==> config.mk <==
export PLATFORM = sky130hd
export DESIGN_NAME = serial_sub_ctrl
export DESIGN_NICKNAME = d
export VERILOG_FILES = /design/src/rtl/serial_sub_pkg.sv /design/src/rtl/serial_sub_ctrl_fs_cell.sv /design/src/rtl/serial_sub_ctrl.sv
export SDC_FILE = /design/constraint.sdc
export NUM_CORES = 1
export LEC_CHECK = 0
export ABC_AREA = 1
export CORE_ASPECT_RATIO = 0.8
export CORE_MARGIN = 1
export CORE_UTILIZATION = 45
export CTS_CLUSTER_SIZE = 28
export DETAILED_ROUTE_END_ITERATION = 7
export HOLD_SLACK_MARGIN = 0.02
export PLACE_DENSITY = 0.81
export SLEW_MARGIN = 10
export SYNTH_ARGS = -nofsm -noshare
export SYNTH_HDL_FRONTEND = slang
export SYNTH_HIERARCHICAL = 1
export SYNTH_SLANG_ARGS = --single-unit
==> constraint.sdc <==
create_clock -name clk -period 2.5 [get_ports clk]
set_clock_uncertainty 0.05 [all_clocks]
set_input_delay 0.25 -clock clk [delete_from_list [all_inputs] [get_ports clk]]
set_output_delay 0.25 -clock clk [all_outputs]
set_load 0.01 [all_outputs]
==> src/rtl/serial_sub_pkg.sv <==
// Shared types and constants for the bit-serial subtractor controller.
package serial_sub_pkg;

  // Operand width used when the instantiating design does not override it.
  localparam int DEFAULT_WIDTH = 8;

  // Controller states: waiting for a request, shifting bits, presenting the result.
  typedef enum logic [1:0] {
    IDLE = 2'd0,
    RUN  = 2'd1,
    FIN  = 2'd2
  } state_t;

endpackage

==> src/rtl/serial_sub_ctrl_fs_cell.sv <==
// One-bit full subtractor: two cascaded half-subtractors whose borrows are ORed.
module fs_cell (
  input  logic ai_i,
  input  logic bi_i,
  input  logic bin_i,
  output logic d_o,
  output logic bout_o
);

  logic halfDiff;
  logic halfBorrow1;
  logic halfBorrow2;

  // First stage subtracts bi from ai, second stage subtracts the incoming borrow.
  assign halfDiff    = ai_i ^ bi_i;
  assign halfBorrow1 = ~ai_i & bi_i;
  assign d_o         = halfDiff ^ bin_i;
  assign halfBorrow2 = ~halfDiff & bin_i;
  assign bout_o      = halfBorrow1 | halfBorrow2;

endmodule

==> src/rtl/serial_sub_ctrl.sv <==
// Bit-serial unsigned subtractor: computes a-b one bit per clock, LSB first,
// reusing a single full-subtractor cell and a borrow flop between bits.
module serial_sub_ctrl
  import serial_sub_pkg::*;
#(
  parameter int WIDTH = DEFAULT_WIDTH
) (
  input  logic             clk,
  input  logic             rst,
  input  logic             start,
  input  logic [WIDTH-1:0] a,
  input  logic [WIDTH-1:0] b,
  output logic             busy,
  output logic             done,
  output logic [WIDTH-1:0] diff,
  output logic             borrow_out
);

  // Counter is wide enough to hold WIDTH-1 for every legal WIDTH.
  localparam int            CW       = $clog2(WIDTH) + 1;
  localparam logic [CW-1:0] CNT_LAST = CW'(WIDTH - 1);
  localparam logic [CW-1:0] CNT_ONE  = CW'(1);

  state_t           state_q;
  logic [WIDTH-1:0] opA_q, opA_d;
  logic [WIDTH-1:0] opB_q, opB_d;
  logic [WIDTH-1:0] diff_q, diff_d;
  logic             borrow_q, borrow_d;
  logic [CW-1:0]    cnt_q, cnt_d;
  logic             busy_q;
  logic             done_q;

  logic bitDiff;
  logic bitBorrow;

  fs_cell uCell (
    .ai_i   (opA_q[0]),
    .bi_i   (opB_q[0]),
    .bin_i  (borrow_q),
    .d_o    (bitDiff),
    .bout_o (bitBorrow)
  );

  // Datapath next values: load operands on an accepted start, shift one bit per RUN cycle.
  always_comb begin
    opA_d    = opA_q;
    opB_d    = opB_q;
    diff_d   = diff_q;
    borrow_d = borrow_q;
    cnt_d    = cnt_q;
    case (state_q)
      IDLE: begin
        if (start) begin
          opA_d    = a;
          opB_d    = b;
          borrow_d = 1'b0;
          cnt_d    = '0;
        end
      end
      RUN: begin
        diff_d   = {bitDiff, diff_q[WIDTH-1:1]};
        opA_d    = {1'b0, opA_q[WIDTH-1:1]};
        opB_d    = {1'b0, opB_q[WIDTH-1:1]};
        borrow_d = bitBorrow;
        cnt_d    = cnt_q + CNT_ONE;
      end
      default: begin
      end
    endcase
  end

  // Controller state, registered status outputs and datapath registers.
  always_ff @(posedge clk or posedge rst) begin
    if (rst) begin
      state_q  <= IDLE;
      opA_q    <= '0;
      opB_q    <= '0;
      diff_q   <= '0;
      borrow_q <= 1'b0;
      cnt_q    <= '0;
      busy_q   <= 1'b0;
      done_q   <= 1'b0;
    end else begin
      opA_q    <= opA_d;
      opB_q    <= opB_d;
      diff_q   <= diff_d;
      borrow_q <= borrow_d;
      cnt_q    <= cnt_d;
      case (state_q)
        IDLE: begin
          if (start) begin
            state_q <= RUN;
            busy_q  <= 1'b1;
          end
        end
        RUN: begin
          if (cnt_q == CNT_LAST) begin
            state_q <= FIN;
            done_q  <= 1'b1;
          end
        end
        FIN: begin
          state_q <= IDLE;
          busy_q  <= 1'b0;
          done_q  <= 1'b0;
        end
        default: begin
          state_q <= IDLE;
          busy_q  <= 1'b0;
          done_q  <= 1'b0;
        end
      endcase
    end
  end

  assign busy       = busy_q;
  assign done       = done_q;
  assign diff       = diff_q;
  assign borrow_out = borrow_q;

endmodule

After elaboration in Yosys (flattened, before gate mapping):

Cells that the tools add are included.

* flip-flop bits (word level): 33
* latch bits: 0
* bits in writable memories: 0
* ROM bits: 0
* bits of input ports: 19
* output and inout port bits: 11
* logic and storage cells: 43
* memories: 0

* add/subtract/negate cells: 1
* multiply operators: 0
* div/mod/pow operators: 0
* magnitude comparators: 0
* eq/ne operators: 4
* shift operators: 0
* multiplexer cells: 15
* bitwise operators: 9
* reductions and logical operators: 6

Operator list (count)
* $pmux W8 S2: 2
* $mux W8: 2
* $pmux W4 S2: 1
* $reduce_and A2 Y1: 4
* $pmux W1 S2: 3
* $add A4 B1 Y4 const B: 1
* $eq A4 B3 Y1 const B: 1
* $mux W2: 2
* $mux W4: 1
* $ne A2 B2 Y1 const B: 2
* $not A1 Y1: 4
* $pmux W2 S2: 1
* $mux W1: 3
* $and A1 B1 Y1: 2
* $eq A2 B1 Y1 const B: 1
* $logic_not A2 Y1: 1
* $reduce_bool A2 Y1: 1
* $xor A1 B1 Y1: 2
* $or A1 B1 Y1: 1

Depth between registers and ports, before layout:

Gate-level depths: netlist of run 1.

* word-level depth: 5
* gate-level depth with buffers: 6
* mapped depth without buffers: 5

Cells and area by module:

The synthesis of run 1 kept the hierarchy.

By module, submodules not included
* serial_sub_ctrl: times used 1, cells an instance 162, area an instance 1398.8 sq um, seq. area each 825.8 sq um
* fs_cell: times used 1, cells an instance 4, area an instance 31.3 sq um, seq. area each 0.0 sq um

Worst setup path before layout of run 1:

No wires, ideal clock.

* path kind: register -> register
* from: reg borrow_q (netlist: borrow_out)
* to: reg diff_q[7] (netlist: diff[7])
* library setup time: 117 ps
* data arrival time: 976 ps
* data required time: 2333 ps
* setup slack: 1357 ps
* stages on the path, launching flop included: 5
* path buffers: 0
* clock period less this slack: 1143 ps
* cell sequence: dfrtp_1 > inv_1 > fa_1 > nand2_1 > nand2_1

* cells in the longest elaborated chain, start to end: 1

Ends and longest elaborated chain
* start: declaration: RTL line serial_sub_ctrl.sv:28 `logic borrow_q, borrow_d;`
* start signal: assignment: RTL line serial_sub_ctrl.sv:87 `borrow_q <= borrow_d;`
* $xor A1 B1 Y1: RTL line serial_sub_ctrl_fs_cell.sv:17 `assign d_o = halfDiff ^ bin_i;`
* via bitDiff: RTL line serial_sub_ctrl.sv:33 `logic bitDiff;`
* end signal: assignment: RTL line serial_sub_ctrl.sv:86 `diff_q <= diff_d;`
* end: declaration: RTL line serial_sub_ctrl.sv:27 `logic [WIDTH-1:0] diff_q, diff_d;`

The timed path passes the listed nets, and every way through them passes these cells.
A chain may end at the register's enable or synchronous reset.

Final worst setup path of run 1:

* from: reg borrow_q (netlist: borrow_out)
* to: out borrow_out

RTL lines
* end: declaration: RTL line serial_sub_ctrl.sv:16 `output logic borrow_out`

No word-level cell between the ends.

==> impl_metrics.tcl, run 1 <==
set metrics [dict create \
    rr_startpoint "state_q[1]" \
    crit_path_cell_trace "clkdlybuf4s50_1" \
    synth_area_per_cell_sq_um 8.615 \
    drc 0 \
    max_freq_mhz 659.3 \
    async_flop_share_pct 100.0 \
    grt_pass1_vias 1107 \
    critPathKind "reg2out" \
    seq_area_frac_synth_pct 57.74 \
    cts-resized-gates 0 \
    critPathRequiredTime_ps 2200 \
    rows 17 \
    synth-compound-area-share_pct 1.750 \
    chipHeight_um 52.42 \
    gr-total-overflow 0 \
    synth_top_area_cell "dfrtp_1" \
    syn_area_sq_mm 0.001430 \
    cp_slowest_cell "clkdlybuf4s50_1" \
    slowest_delay_ps 550 \
    p_leak_uw 0.0008992 \
    setup-tns-final_ps 0 \
    area_growth_pct 27.56 \
    critPathCaptureType "output pin" \
    cts_tree "built" \
    clk_pin_slew_worst_paths_ps 60 \
    worstSetupStartpointType "flip-flop" \
    ant_nets 0 \
    cts_hold_buf 0 \
    grt_setup_unrepaired "false" \
    synth_cells 166 \
    synth-adder-area-share_pct 2.275 \
    busiest_layer "met2" \
    firstDrtPassIters 4 \
    ys_types 15 \
    synth_nets 187 \
    synth_xor_area_share_pct 0 \
    coreArea_sq_mm 0.002893 \
    maxCapViolations 0 \
    nets 217 \
    fp.dieArea_sq_mm 0.003409 \
    ctsLongestPathBuffers 2 \
    cts_made_buffers 5 \
    status "completed" \
    grt_use_met3_pct 7.174 \
    synth-edff-count 0 \
    vias 1197 \
    cts_max_level 2 \
    hold_path.class "in2async" \
    insertion_delay_ps 280 \
    viasPerCell 5.115 \
    drt-total-wl_um 2779 \
    fillers 260 \
    use_met1_pct 20.54 \
    first_iter_violations 33 \
    antenna_found_initial 0 \
    crit_fanout 3 \
    wl_per_cell_um 11.88 \
    post-synth-top-count-cell "nand2_1" \
    drive_gt1_share_pct 6.122 \
    power_density_mw_per_mm2 1145 \
    cts_setup_buffers 0 \
    grt_pass1_wl_um 4526 \
    hold_viol_final 0 \
    synth.area.top_cells "dfrtp_1 (58%), nand2_1 (17%), nand3_1 (13%), buf_2 (2.1%), inv_1 (2.1%)" \
    setup_viol 0 \
    hpwlAfterDp_um 1886 \
    synth_top_area_share_pct 57.74 \
    place_congestion 0.7472 \
    slew_violations 0 \
    synth_ff_type "dfrtp_1" \
    portBuffers 29 \
    p_total_uw 2088 \
    post-route-period-util_pct 60.67 \
    initial_core_util_pct 49.44 \
    cp_num_buf_inv 1 \
    synth_top_family_by_area "simple AND/OR/NAND/NOR gates" \
    cp_data_arrival_time_ps 1220 \
    diodes 0 \
    grtUsageMet2_pct 31.77 \
    period_needed_ps 1517 \
    synth.mux.area_fraction_pct 0 \
    grt_max_degree 34 \
    io_pins 30 \
    fp.dieW_um 65.03 \
    ys.warnings.count 6 \
    cts_sinks 33 \
    grt.total_usage_pct 18.56 \
    cts_root_buf "clkbuf_8" \
    max-vdd-ir-drop_v 0.0004804 \
    synth_seq_cells 33 \
    yosys.area_share.simple_pct 32.46 \
    relSlewSlack_pct 71.36 \
    worst_slew_pin_slew_ps 429.0 \
    yosys-top-cells-count "nand2_1 (66), nand3_1 (37), dfrtp_1 (33)" \
    critPathTopFamily "buffers and inverters" \
    crit_start "borrow_out" \
]
-- cells in the final DEF, fill, tap and decap left out --
cell and instances:
ha_1 1, nor2_1 2, inv_2 2, nand2_1 66, o21ai_0 3, o21ai_1 2
nand3_1 37, inv_1 8, nand2_2 1, buf_4 2, fa_1 1, nor2_4 1
clkbuf_1 1, clkdlybuf4s50_1 29, clkbuf_8 6, dfrtp_1 33, nand4_1 1
-- flip-flops by register name (all words and copies together) (netlist names) --
| register | flops |
|---|---|
| opA_q | 8 |
| borrow_out | 1 |
| cnt_q | 4 |
| state_q | 2 |
| opB_q | 8 |
| done | 1 |
| busy | 1 |
| diff | 8 |
-- metal layers --
metal  vias up  wire [um]
li1        587          -
met1       563       1219
met2        40       1340
met3         7        158
met4         0         60
met5         -          0
-- cells by family (layout without fill, tap and decap cells) --
group	count (synthesis)	count (layout)
and+or+nand+nor	108	108
DFF	33	33
adders and majority gates	2	2
buffers and inverters	18	48
AOI/OAI and AO/OA	5	5
-- per-stage QoR --
stage	hold WS [ps]	cells	worst slack, ps	area [sq um]	utilization [%]
after CTS	322.4	234	976.0	1824	63.06
after floorplan	309.6	166	1357	1430	-
after detailed placement	428.2	227	772.9	1738	60.08
after global routing	363.8	234	856.4	1824	63.06
final	308.5	234	983.2	1824	63.06
after global placement	411.4	227	828.8	1738	60.08
-- where the power goes --
part	internal, uW	switching (uW)	leakage (uW)
clock network	218	172	0.0000443
logic	344	442	0.000436
registers	759	154	0.000419
total	1320	767	0.000899
-- worst min-delay path: cells and delay by family --
kind	cells	cell delay, ps
buffers and inverters	3	810
-- cell type report --
| cell class | count | area (sq um) | share of cell area [%] |
|---|---|---|---|
| inverter | 10 | 37.54 | 2.058 |
| timing repair buffer | 31 | 305.3 | 16.74 |
| multi-input combinational | 115 | 521.8 | 28.60 |
| tap | 38 | 47.55 | 2.606 |
| sequential | 33 | 825.8 | 45.27 |
| clock buffer | 7 | 86.33 | 4.733 |
-- worst paths after layout --
kind | to | slack [ps] | depth (start not counted)
max | borrow_out | 980 | 1
min | diff[0] | 310 | 3
max reg2reg | cnt_q[2] | 1000 | 6
min reg2reg | busy | 440 | 2
max in group asynchronous | opA_q[1] | 1800 | 3
min in group clk | busy | 440 | 2
Note: power is estimated with default switching activity, not from simulation.
==> run 2, diff against run 1 <==
clock period = 1.4 ns   (was 2.5 ns; I/O delays follow)
==> run 2 against run 1 <==
Compared with the run above:
- global-route usage is 0.88 points higher
- power is 77% higher
- core utilization is 1.6 points higher
- critical path type unchanged
- die area stayed put
- via count is 0.25% higher
- critical endpoint is now done
- sequential cell count stayed put
==> impl_metrics.tcl, run 2 (same netlist as run 1, synthesis figures left out) <==
set metrics [dict create \
    status "completed" \
    power_density_mw_per_mm2 1974 \
    drt-total-wl_um 2852 \
    viasPerCell 5.063 \
    seqCellArea_sq_um 825.8 \
    portBuffers 29 \
    wl_met3_um 166 \
    worst_slew_pin_slew_ps 425.1 \
    period_needed_ps 1341 \
    grt_pass1_wl_um 4816 \
    chipHeight_um 52.42 \
    post-route-period-util_pct 95.75 \
    diodes 0 \
    fp.dieW_um 65.03 \
    p_leak_uw 0.0009907 \
    gr-total-overflow 0 \
    fillers 254 \
    hold_path.class "in2async" \
    cp_num_buf_inv 1 \
    clk_pin_slew_worst_paths_ps 60 \
    critPathCaptureType "output pin" \
    hold_viol_final 0 \
    cts_sinks 33 \
    nets 219 \
    insertion_delay_ps 280 \
    cts_root_buf "clkbuf_8" \
    antenna_found_initial 0 \
    cts_tree "built" \
    ctsLongestPathBuffers 2 \
    worstSetupStartpointType "flip-flop" \
    critPathRequiredTime_ps 1210 \
    critPathTopFamily "buffers and inverters" \
    cp_slowest_cell "clkdlybuf4s50_1" \
    io_pins 30 \
    area_growth_pct 30.88 \
    cts_made_buffers 5 \
    fin_util_pct 64.71 \
    fp.dieArea_sq_mm 0.003409 \
    crit_path_cell_trace "clkdlybuf4s50_1" \
    m1WireLength_um 1250 \
    highest_layer "met4" \
    slew_violations 0 \
    max-vdd-ir-drop_v 0.001139 \
    wl_met2_um 1388 \
    rows 17 \
    hpwlAfterDp_um 1970 \
    max_freq_mhz 746.0 \
    ant_nets 0 \
    wl_per_cell_um 12.03 \
    maxCapViolations 0 \
    grt_pass1_vias 1126 \
    setup_viol 0 \
    grt_setup_unrepaired "false" \
    place_congestion 0.7727 \
    cts_max_level 2 \
    preCtsSetupSlack_ps 131.0 \
    critPathKind "reg2out" \
    crit_fanout 2 \
    coreArea_sq_mm 0.002893 \
    grt.total_usage_pct 19.44 \
    setup-tns-final_ps 0 \
    slowest_delay_ps 530 \
    cp_data_arrival_time_ps 1150 \
    fin_ws_ps 59.44 \
    grt_max_degree 34 \
    firstDrtPassIters 4 \
    vias 1200 \
    relSlewSlack_pct 71.62 \
    cts_hold_buf 0 \
    first_iter_violations 76 \
    drive_gt1_share_pct 6.533 \
    layout.cells.non_filler 237 \
    place_inst 229 \
    initial_core_util_pct 49.44 \
    multi_input_area_sq_um 521.8 \
    cts_setup_buffers 0 \
    drc 0 \
    most-common-layout-cells "nand2_1 (66), nand3_1 (37), dfrtp_1 (33)" \
    final_common_cell "nand2_1" \
]
[run 2: changes by cell type in the layout (fill, tap and decap cells not counted), sizes merged]
cell / change
buf: +2
dlymetal6s2s: +6
clkdlybuf4s50: -7
dlygate4sd2: +1
clkbuf: +1
[run 2: final cells by class]
class	count	share of cell area (%)
inverter	10	2.005
tap	38	2.540
timing repair buffer	33	19.18
multi-input combinational	115	27.87
sequential	33	44.12
clock buffer	8	4.278
[run 2: final timing paths]
check / from / to / slack [ps] / depth (start not counted)
worst max-delay path: done / done / 60 / 1
worst min-delay path: rst / diff[7] / 170 / 3
worst max register to register: state_q[1] / cnt_q[2] / 200 / 5
worst min register to register: diff[0] / diff[0] / 430 / 2
max in group asynchronous: rst / opA_q[1] / 960 / 3
min in group clk: a[7] / opA_q[7] / 350 / 3
[run 2: repair_timing]
| item | 4_1_cts | 5_1_grt |
|---|---|---|
| gates cloned | 0 | 0 |
| gates resized for setup | 1 | 6 |
| setup endpoints to repair | 1 | 6 |
[run 2: routing by layer]
metal  up-vias  track usage, %
li1        594               -
met1       562           21.83
met2        38           34.90
met3         6           5.217
met4         0           8.696
met5         -               0
[run 2: where the power goes]
part | switching, uW | internal (uW) | leakage [uW]
Sequential | 268 | 1350 | 0.000419
Clock | 304 | 352 | 0.0000395
Combinational | 796 | 621 | 0.000532
Total | 1370 | 2330 | 0.000991
[run 2: through the flow]
step	total power [uW]	area [sq um]	hold WS [ps]
floorplan	2539	1430	199.6
global placement	3004	1778	414.1
detailed placement	3101	1778	422.4
CTS	3753	1857	173.4
global route	4011	1872	183.7
finish	3695	1872	172.2
